<file path="src/rtl/axi_apb_pkg.sv">
// -----------------------------------------------------------------------------
// axi_apb_pkg
// Shared types and constants for the AXI3-to-APB4 responder bridge:
//   state_e    - bridge FSM states
//   RESP_*     - AXI response codes driven on bresp/rresp
//   BURST_*    - AXI burst encodings (only FIXED is special-cased)
//   next_addr  - per-beat address step (FIXED holds, everything else +4)
// -----------------------------------------------------------------------------
package axi_apb_pkg;

   typedef enum logic [2:0] {
      ST_IDLE    = 3'd0,
      ST_RSETUP  = 3'd1,
      ST_RACCESS = 3'd2,
      ST_RDATA   = 3'd3,
      ST_WDATA   = 3'd4,
      ST_WSETUP  = 3'd5,
      ST_WACCESS = 3'd6,
      ST_BRESP   = 3'd7
   } state_e;

   localparam logic [1:0] RESP_OKAY   = 2'b00;
   localparam logic [1:0] RESP_SLVERR = 2'b10;
   localparam logic [1:0] BURST_FIXED = 2'b00;
   localparam logic [1:0] BURST_INCR  = 2'b01;

   // Beats are always 4 bytes wide regardless of AxSIZE; WRAP and the reserved
   // encoding are deliberately treated like INCR (no wrap boundary, no 4KB check).
   function automatic logic [31:0] next_addr(input logic [31:0] addr, input logic [1:0] burst);
      logic [31:0] res;
      if (burst == BURST_FIXED) begin
         res = addr;
      end else begin
         res = addr + 32'd4;
      end
      return res;
   endfunction

endpackage

</file>
<file path="src/rtl/axi_apb_slave_bridge.sv">
// -----------------------------------------------------------------------------
// axi_apb_slave_bridge
// AXI3 responder (32-bit data, one transaction in flight) that turns every AXI
// beat of an INCR/FIXED burst into one APB4 SETUP+ACCESS transfer.
// Ports:
//   clk, rst_n                 clock, asynchronous active-low reset
//   aw*_i / awvalid_i / awready_o   write address channel
//   w*_i  / wvalid_i  / wready_o    write data channel (wid_i ignored)
//   bid_o, bresp_o, bvalid_o / bready_i   write response channel
//   ar*_i / arvalid_i / arready_o   read address channel
//   rid_o, rdata_o, rresp_o, rlast_o, rvalid_o / rready_i   read data channel
//   psel_o, penable_o, pwrite_o, paddr_o, pwdata_o, pstrb_o   APB requester
//   prdata_i, pready_i, pslverr_i                             APB completer
// Parameters:
//   ID_WIDTH     AXI ID width
//   TIMEOUT_CYC  ACCESS cycles tolerated without pready before a forced
//                SLVERR (0 disables the timeout)
// -----------------------------------------------------------------------------
module axi_apb_slave_bridge
   import axi_apb_pkg::*;
#(
   parameter int ID_WIDTH    = 4,
   parameter int TIMEOUT_CYC = 255
) (
   input  logic                clk,
   input  logic                rst_n,
   input  logic [ID_WIDTH-1:0] awid_i,
   input  logic [31:0]         awaddr_i,
   input  logic [3:0]          awlen_i,
   input  logic [2:0]          awsize_i,
   input  logic [1:0]          awburst_i,
   input  logic                awvalid_i,
   output logic                awready_o,
   input  logic [ID_WIDTH-1:0] wid_i,
   input  logic [31:0]         wdata_i,
   input  logic [3:0]          wstrb_i,
   input  logic                wlast_i,
   input  logic                wvalid_i,
   output logic                wready_o,
   output logic [ID_WIDTH-1:0] bid_o,
   output logic [1:0]          bresp_o,
   output logic                bvalid_o,
   input  logic                bready_i,
   input  logic [ID_WIDTH-1:0] arid_i,
   input  logic [31:0]         araddr_i,
   input  logic [3:0]          arlen_i,
   input  logic [2:0]          arsize_i,
   input  logic [1:0]          arburst_i,
   input  logic                arvalid_i,
   output logic                arready_o,
   output logic [ID_WIDTH-1:0] rid_o,
   output logic [31:0]         rdata_o,
   output logic [1:0]          rresp_o,
   output logic                rlast_o,
   output logic                rvalid_o,
   input  logic                rready_i,
   output logic                psel_o,
   output logic                penable_o,
   output logic                pwrite_o,
   output logic [31:0]         paddr_o,
   output logic [31:0]         pwdata_o,
   output logic [3:0]          pstrb_o,
   input  logic [31:0]         prdata_i,
   input  logic                pready_i,
   input  logic                pslverr_i
);

   localparam bit         TMO_EN   = (TIMEOUT_CYC != 0);
   localparam logic [7:0] TMO_LAST = 8'(TIMEOUT_CYC - 1);

   state_e                state_q, state_d;
   logic [ID_WIDTH-1:0]   id_q, id_d;
   logic [31:0]           addr_q, addr_d;
   logic [3:0]            cnt_q, cnt_d;
   logic [1:0]            burst_q, burst_d;
   logic                  err_q, err_d;
   logic [31:0]           rdata_q, rdata_d;
   logic [1:0]            rresp_q, rresp_d;
   logic                  rlast_q, rlast_d;
   logic [31:0]           wdata_q, wdata_d;
   logic [3:0]            wstrb_q, wstrb_d;
   logic [7:0]            tmo_q, tmo_d;
   logic                  rd_prio_q, rd_prio_d;   // 1: read wins a tie

   logic                  idle_s;
   logic                  grant_rd_s;
   logic                  grant_wr_s;
   logic                  tmo_fire_s;
   logic                  last_beat_s;
   logic                  rd_ph_s;
   logic                  wr_ph_s;
   logic                  unused_s;

   // Size is ignored and wid is redundant with a single in-order transaction.
   assign unused_s = ^{wid_i, awsize_i, arsize_i};

   assign idle_s      = (state_q == ST_IDLE);
   assign grant_rd_s  = arvalid_i & (~awvalid_i | rd_prio_q);
   assign grant_wr_s  = awvalid_i & (~arvalid_i | ~rd_prio_q);
   assign arready_o   = idle_s & grant_rd_s;
   assign awready_o   = idle_s & grant_wr_s;
   assign last_beat_s = (cnt_q == 4'd0);
   // The counter is 0 in the first ACCESS cycle, so firing at TIMEOUT_CYC-1
   // leaves penable high for exactly TIMEOUT_CYC cycles.
   assign tmo_fire_s  = TMO_EN && (tmo_q == TMO_LAST);

   // APB and AXI response outputs are pure decodes of registered state.
   assign rd_ph_s   = (state_q == ST_RSETUP) || (state_q == ST_RACCESS);
   assign wr_ph_s   = (state_q == ST_WSETUP) || (state_q == ST_WACCESS);
   assign psel_o    = rd_ph_s | wr_ph_s;
   assign penable_o = (state_q == ST_RACCESS) || (state_q == ST_WACCESS);
   assign pwrite_o  = wr_ph_s;
   assign paddr_o   = psel_o ? {addr_q[31:2], 2'b00} : 32'd0;
   assign pwdata_o  = wr_ph_s ? wdata_q : 32'd0;
   assign pstrb_o   = wr_ph_s ? wstrb_q : 4'd0;
   assign wready_o  = (state_q == ST_WDATA);
   assign rvalid_o  = (state_q == ST_RDATA);
   assign rid_o     = rvalid_o ? id_q : '0;
   assign rdata_o   = rvalid_o ? rdata_q : 32'd0;
   assign rresp_o   = rvalid_o ? rresp_q : RESP_OKAY;
   assign rlast_o   = rvalid_o & rlast_q;
   assign bvalid_o  = (state_q == ST_BRESP);
   assign bid_o     = bvalid_o ? id_q : '0;
   assign bresp_o   = bvalid_o ? (err_q ? RESP_SLVERR : RESP_OKAY) : RESP_OKAY;

   // Next-state and datapath update for the transfer sequencer.
   always_comb begin
      state_d   = state_q;
      id_d      = id_q;
      addr_d    = addr_q;
      cnt_d     = cnt_q;
      burst_d   = burst_q;
      err_d     = err_q;
      rdata_d   = rdata_q;
      rresp_d   = rresp_q;
      rlast_d   = rlast_q;
      wdata_d   = wdata_q;
      wstrb_d   = wstrb_q;
      tmo_d     = tmo_q;
      rd_prio_d = rd_prio_q;
      case (state_q)
         ST_IDLE: begin
            if (arready_o) begin
               id_d      = arid_i;
               addr_d    = araddr_i;
               cnt_d     = arlen_i;
               burst_d   = arburst_i;
               err_d     = 1'b0;
               rd_prio_d = ~rd_prio_q;
               state_d   = ST_RSETUP;
            end else if (awready_o) begin
               id_d      = awid_i;
               addr_d    = awaddr_i;
               cnt_d     = awlen_i;
               burst_d   = awburst_i;
               err_d     = 1'b0;
               rd_prio_d = ~rd_prio_q;
               state_d   = ST_WDATA;
            end else begin
               state_d = ST_IDLE;
            end
         end
         ST_RSETUP: begin
            tmo_d   = 8'd0;
            state_d = ST_RACCESS;
         end
         ST_RACCESS: begin
            if (pready_i) begin
               rdata_d = prdata_i;
               rresp_d = pslverr_i ? RESP_SLVERR : RESP_OKAY;
               rlast_d = last_beat_s;
               state_d = ST_RDATA;
            end else if (tmo_fire_s) begin
               rdata_d = 32'd0;
               rresp_d = RESP_SLVERR;
               rlast_d = last_beat_s;
               state_d = ST_RDATA;
            end else begin
               tmo_d = tmo_q + 8'd1;
            end
         end
         ST_RDATA: begin
            if (rready_i) begin
               if (last_beat_s) begin
                  state_d = ST_IDLE;
               end else begin
                  cnt_d   = cnt_q - 4'd1;
                  addr_d  = next_addr(addr_q, burst_q);
                  state_d = ST_RSETUP;
               end
            end else begin
               state_d = ST_RDATA;
            end
         end
         ST_WDATA: begin
            if (wvalid_i) begin
               wdata_d = wdata_i;
               wstrb_d = wstrb_i;
               // A misplaced (or missing) wlast poisons the whole burst.
               err_d   = err_q | (wlast_i != last_beat_s);
               state_d = ST_WSETUP;
            end else begin
               state_d = ST_WDATA;
            end
         end
         ST_WSETUP: begin
            tmo_d   = 8'd0;
            state_d = ST_WACCESS;
         end
         ST_WACCESS: begin
            if (pready_i || tmo_fire_s) begin
               if (pready_i) begin
                  err_d = err_q | pslverr_i;
               end else begin
                  err_d = 1'b1;
               end
               if (last_beat_s) begin
                  state_d = ST_BRESP;
               end else begin
                  cnt_d   = cnt_q - 4'd1;
                  addr_d  = next_addr(addr_q, burst_q);
                  state_d = ST_WDATA;
               end
            end else begin
               tmo_d = tmo_q + 8'd1;
            end
         end
         ST_BRESP: begin
            if (bready_i) begin
               state_d = ST_IDLE;
            end else begin
               state_d = ST_BRESP;
            end
         end
         default: begin
            state_d = ST_IDLE;
         end
      endcase
   end

   // State and datapath registers; reset drops any burst in progress at once.
   always_ff @(posedge clk or negedge rst_n) begin
      if (!rst_n) begin
         state_q   <= ST_IDLE;
         id_q      <= '0;
         addr_q    <= 32'd0;
         cnt_q     <= 4'd0;
         burst_q   <= 2'b00;
         err_q     <= 1'b0;
         rdata_q   <= 32'd0;
         rresp_q   <= 2'b00;
         rlast_q   <= 1'b0;
         wdata_q   <= 32'd0;
         wstrb_q   <= 4'd0;
         tmo_q     <= 8'd0;
         rd_prio_q <= 1'b1;
      end else begin
         state_q   <= state_d;
         id_q      <= id_d;
         addr_q    <= addr_d;
         cnt_q     <= cnt_d;
         burst_q   <= burst_d;
         err_q     <= err_d;
         rdata_q   <= rdata_d;
         rresp_q   <= rresp_d;
         rlast_q   <= rlast_d;
         wdata_q   <= wdata_d;
         wstrb_q   <= wstrb_d;
         tmo_q     <= tmo_d;
         rd_prio_q <= rd_prio_d;
      end
   end

endmodule

</file>
<file path="config.mk">
export PLATFORM = sky130hd
export DESIGN_NAME = axi_apb_slave_bridge
export DESIGN_NICKNAME = d
export VERILOG_FILES = /design/src/rtl/axi_apb_pkg.sv /design/src/rtl/axi_apb_slave_bridge.sv
export SDC_FILE = /design/constraint.sdc
export NUM_CORES = 1
export LEC_CHECK = 0
export ABC_AREA = 0
export CAP_MARGIN = 20
export CELL_PAD_IN_SITES_DETAIL_PLACEMENT = 0
export CELL_PAD_IN_SITES_GLOBAL_PLACEMENT = 2
export CORE_MARGIN = 5
export CORE_UTILIZATION = 27
export CTS_CLUSTER_SIZE = 10
export DETAILED_ROUTE_END_ITERATION = 8
export PLACE_DENSITY_LB_ADDON = 0.1
export SLEW_MARGIN = 20
export SYNTH_ARGS = -nofsm -noshare
export SYNTH_HDL_FRONTEND = slang
export SYNTH_SLANG_ARGS = --single-unit
export TNS_END_PERCENT = 100
</file>
<file path="constraint.sdc">
create_clock -name clk -period 5.5 [get_ports clk]
set_clock_uncertainty 0.2 [all_clocks]
set_input_delay 0.825 -clock clk [delete_from_list [all_inputs] [get_ports clk]]
set_output_delay 0.825 -clock clk [all_outputs]
set_load 0.02 [all_outputs]
</file>
==> run summary <==
Hold path
• worst hold path type: primary input to asynchronous set/reset pin

Synthesis
• top cell type's share of synthesized area: 42.5%
• Seq/Total Area, Yosys: 42.8%
• most common cell in the netlist: sky130_fd_sc_hd__dfrtp_1
• Top FF cell, synth: sky130_fd_sc_hd__dfrtp_1
• number of enable-type register cells in the synthesized netlist: 0
• basic-gate share of the synthesized area counting and, or, nand and nor cells: 23.7%
• post-synthesis area per instance: 9.71 um^2
• post-synthesis compound-gate area fraction: 16.7%
• proportion of synthesized flip-flops having asynchronous set or reset: 100%
• xor-xnor portion of the synthesized cell area: 0.244%
• main area contributors after synthesis: sky130_fd_sc_hd__dfrtp_1, sky130_fd_sc_hd__and2_1, sky130_fd_sc_hd__mux2_2
• post-synthesis share of cell area spent on full adders, half adders and majority gates: 1.57%
• combinational family with the most area after synthesis: simple AND/OR/NAND/NOR gates
• Syn Inst Count: 740
• top cells by count, synth: sky130_fd_sc_hd__dfrtp_1, sky130_fd_sc_hd__and2_1, sky130_fd_sc_hd__nand2_1
• total of warnings raised by yosys: 0
• number of synthesized register bits: 123
• cell taking the most area after synthesis: sky130_fd_sc_hd__dfrtp_1
• Distinct cells, synth: 60
• share of cell area taken by muxes after synthesis: 10.4%
• summed instance area of the synthesized netlist: 0.00719 mm^2

Die
• floorplan core area: 0.0261 mm^2
• number of rows in the core area: 59
• starting density of the core: 27.5%
• num ports: 293
• Die ar.: 0.0300 mm^2
• Chip Height: 173 um
• DIE WIDTH: 173 um

Outcome
• status: finished clean

Clock tree
• Post-CTS Resized: 0
• Num CTS Buffers: 17
• clock buffer depth: 2
• clock tree from TritonCTS: built
• master cell of the clock root buffer: sky130_fd_sc_hd__clkbuf_16
• insertion delay of the later-clocked pin in the worst-skew pair: 0.41 ns
• H-tree depth: 4
• CTS hold repair buffers: 0
• buffers inserted by post-CTS timing repair: 0
• clock slew seen by the registers of the worst setup and hold paths: 0.06 ns
• sink count of the clock tree: 123

Power
• leakage power figure: 4.50 nW
• power share of the combinational group: 55.6%
• Sw Pwr: 2.69 mW
• fraction of power consumed by sequential logic: 26.7%
• total power divided by cell area: 573 mW/mm^2
• share of total power in the clock network: 17.7%
• Max VDD drop: 0.289 mV
• Sw Ratio: 43.6%
• cell-internal power: 3.48 mW

STA
• relative slew slack: 32.1%
• Highest Clock Rate: 228 MHz
• share of the clock period used by the worst path: 79.7%
• setup repair after global routing missed its margin: false
• Finish-stage setup viols: 0
• Final min period: 4.39 ns
• slew of the pin with the lowest slew margin: 1.02 ns
• total negative slack for setup checks: 0 ns
• Slew Viols, Final: 0
• final setup slack of the worst path: 1.11 ns
• count of endpoints failing hold in the final timing report: 0

Final layout
• area of combinational cells with multiple inputs: 0.00383 mm^2
• Sequential Area: 0.00308 mm^2
• Post-Route Utilization: 41.2%
• total number of nets in the final design: 1172
• number of inserted filler cells in the final layout: 2679
• layout cells sized above 1: 10.5%
• growth of design area from synthesis to finish: 50.0%

Setup path
• Worst EP arrival: 3.36 ns
• combined buffer and inverter count along the critical path: 2
• worst-path fanout max: 39
• critical path class: register to output pin
• Crit path max-delay family: buffers and inverters
• cell-by-cell trace of the critical path: nand2b_1 > clkinv_1 > and2_1 > clkdlybuf4s50_1
• type of element capturing the critical path: output pin
• category of the worst setup path launch point: register
• Slowest cell on crit path: sky130_fd_sc_hd__dfrtp_1
• Required @ worst endpoint: 4.47 ns
• worst stage delay on the critical path: 0.80 ns

Detailed routing
• average wire per standard cell: 19.4 um
• number of search-and-repair iterations in the first detailed-routing pass: 4
• vias per inst: 4.91
• total detailed-routing wirelength: 26.0 mm
• remaining antenna violation count: 0
• Iteration-0 DRC Markers: 269
• DRC errors left: 0
• vias: 6574

Placed design
• Final Wtd Congestion: 0.717
• post-detailed-placement half-perimeter wirelength: 18.2 mm
• minimum setup slack after placement: 1.61 ns
• number of I/O port buffers: 274

GRT
• global-route wire length before repair: 41.2 mm
• gr ovfl total: 0
• pin count of the biggest net entering global routing: 88
• number of antenna violations at the first check in global routing: 3
• global router's overall resource usage: 17.1%
• number of global-route vias before repair: 6847

Run
• Max-Cap Viols: 0

-- final timing paths --
path                       cells past startpoint  slack [ns]                      end                    from
min in group clk                               2        0.27   burst_q[1]$_DFFE_PN0P_  burst_q[1]$_DFFE_PN0P_
min reg2reg                                    2        0.27   burst_q[1]$_DFFE_PN0P_  burst_q[1]$_DFFE_PN0P_
max                                            4        1.11                  rlast_o  state_q[2]$_DFFE_PN0P_
max in group asynchronous                      2        3.76  rdata_q[24]$_DFFE_PN0P_                   rst_n
min                                            1        0.26     tmo_q[4]$_DFFE_PN0P_                   rst_n
max reg2reg                                    5        2.43     tmo_q[6]$_DFFE_PN0P_  state_q[1]$_DFFE_PN0P_
-- power groups by stage --
stage | Sequential (mW) | Clock [mW] | Combinational, mW
6_report | 1.65 | 1.09 | 3.44
5_1_grt | 1.71 | 1.17 | 3.75
4_1_cts | 1.65 | 1.13 | 3.49
3_5_place_dp | 1.65 | 0 | 3.49
3_3_place_gp | 1.66 | 0 | 3.49
2_1_floorplan | 1.51 | 0 | 2.27
-- cells in the final DEF, fill, tap and decap left out, drive strengths merged, types with 3 or more instances in the layout --
cell / netlist / final
clkdlybuf4s50: 0 / 273
dfrtp: 122 / 122
and2: 105 / 105
mux2: 56 / 56
nand2: 52 / 52
a22o: 34 / 34
nor3: 31 / 31
o21ai: 30 / 30
nor2: 26 / 26
nand3: 23 / 23
inv: 17 / 21
a31oi: 20 / 20
a21oi: 20 / 20
and3: 17 / 17
a2bb2oi: 17 / 17
clkbuf: 33 / 17
mux2i: 12 / 12
buf: 22 / 11
nand4: 11 / 11
o22a: 10 / 10
o22ai: 9 / 9
ha: 9 / 9
nor4: 6 / 6
nor2b: 5 / 5
a211oi: 5 / 5
clkinvlp: 0 / 5
nand2b: 4 / 4
nand3b: 4 / 4
conb: 1 / 4
clkinv: 0 / 4
and4: 3 / 3
a41oi: 3 / 3
o31ai: 3 / 3
or4: 3 / 3
o211ai: 3 / 3
-- final cells by class --
class | instances | area share [%]
Timing Repair Buffer | 284 | 26.2
Clock buffer | 17 | 3.95
Sequential cell | 123 | 28.6
Antenna cell | 1 | 0.0232
Clock inverter | 14 | 1.30
Multi-Input combinational cell | 548 | 35.5
Tap cell | 335 | 3.89
Inverter | 17 | 0.592
-- cells by family after synthesis --
family                   count (synthesis)
multiplexers                            68
other                                    1
XOR/XNOR                                 2
AND/OR/NAND/NOR                        297
AO/OA/AOI/OAI                          168
adder cells (fa/ha/maj)                  9
buffers and inverters                   72
flip-flops                             123
-- sequential cells by signal, summed over array words and instances (netlist names) --
name / flops
rd_prio_q: 1
cnt_q: 4
wdata_q: 32
tmo_q: 8
state_q: 3
rresp_q: 1
rdata_q: 32
id_q: 4
addr_q: 30
err_q: 1
rlast_q: 1
wstrb_q: 4
burst_q: 2
-- through the flow --
step	instance area, um^2	hold WS [ns]	power [mW]	std cells
6_report	10800	0.259	6.18	1339
5_1_grt	10800	0.298	6.63	1339
4_1_cts	10800	0.281	6.28	1338
3_5_place_dp	10200	0.267	5.14	1307
3_3_place_gp	10200	0.257	5.15	1307
2_1_floorplan	7200	0.243	3.78	743
-- layer usage --
metal	wire length [um]	vias to the layer above	GRT usage, %
met2	11700	203	26.3
met3	2380	24	7.51
met4	249	4	4.39
met1	11600	3161	22.0
li1	-	3182	-
met5	27	-	0
(Power assumes the default switching activity.)
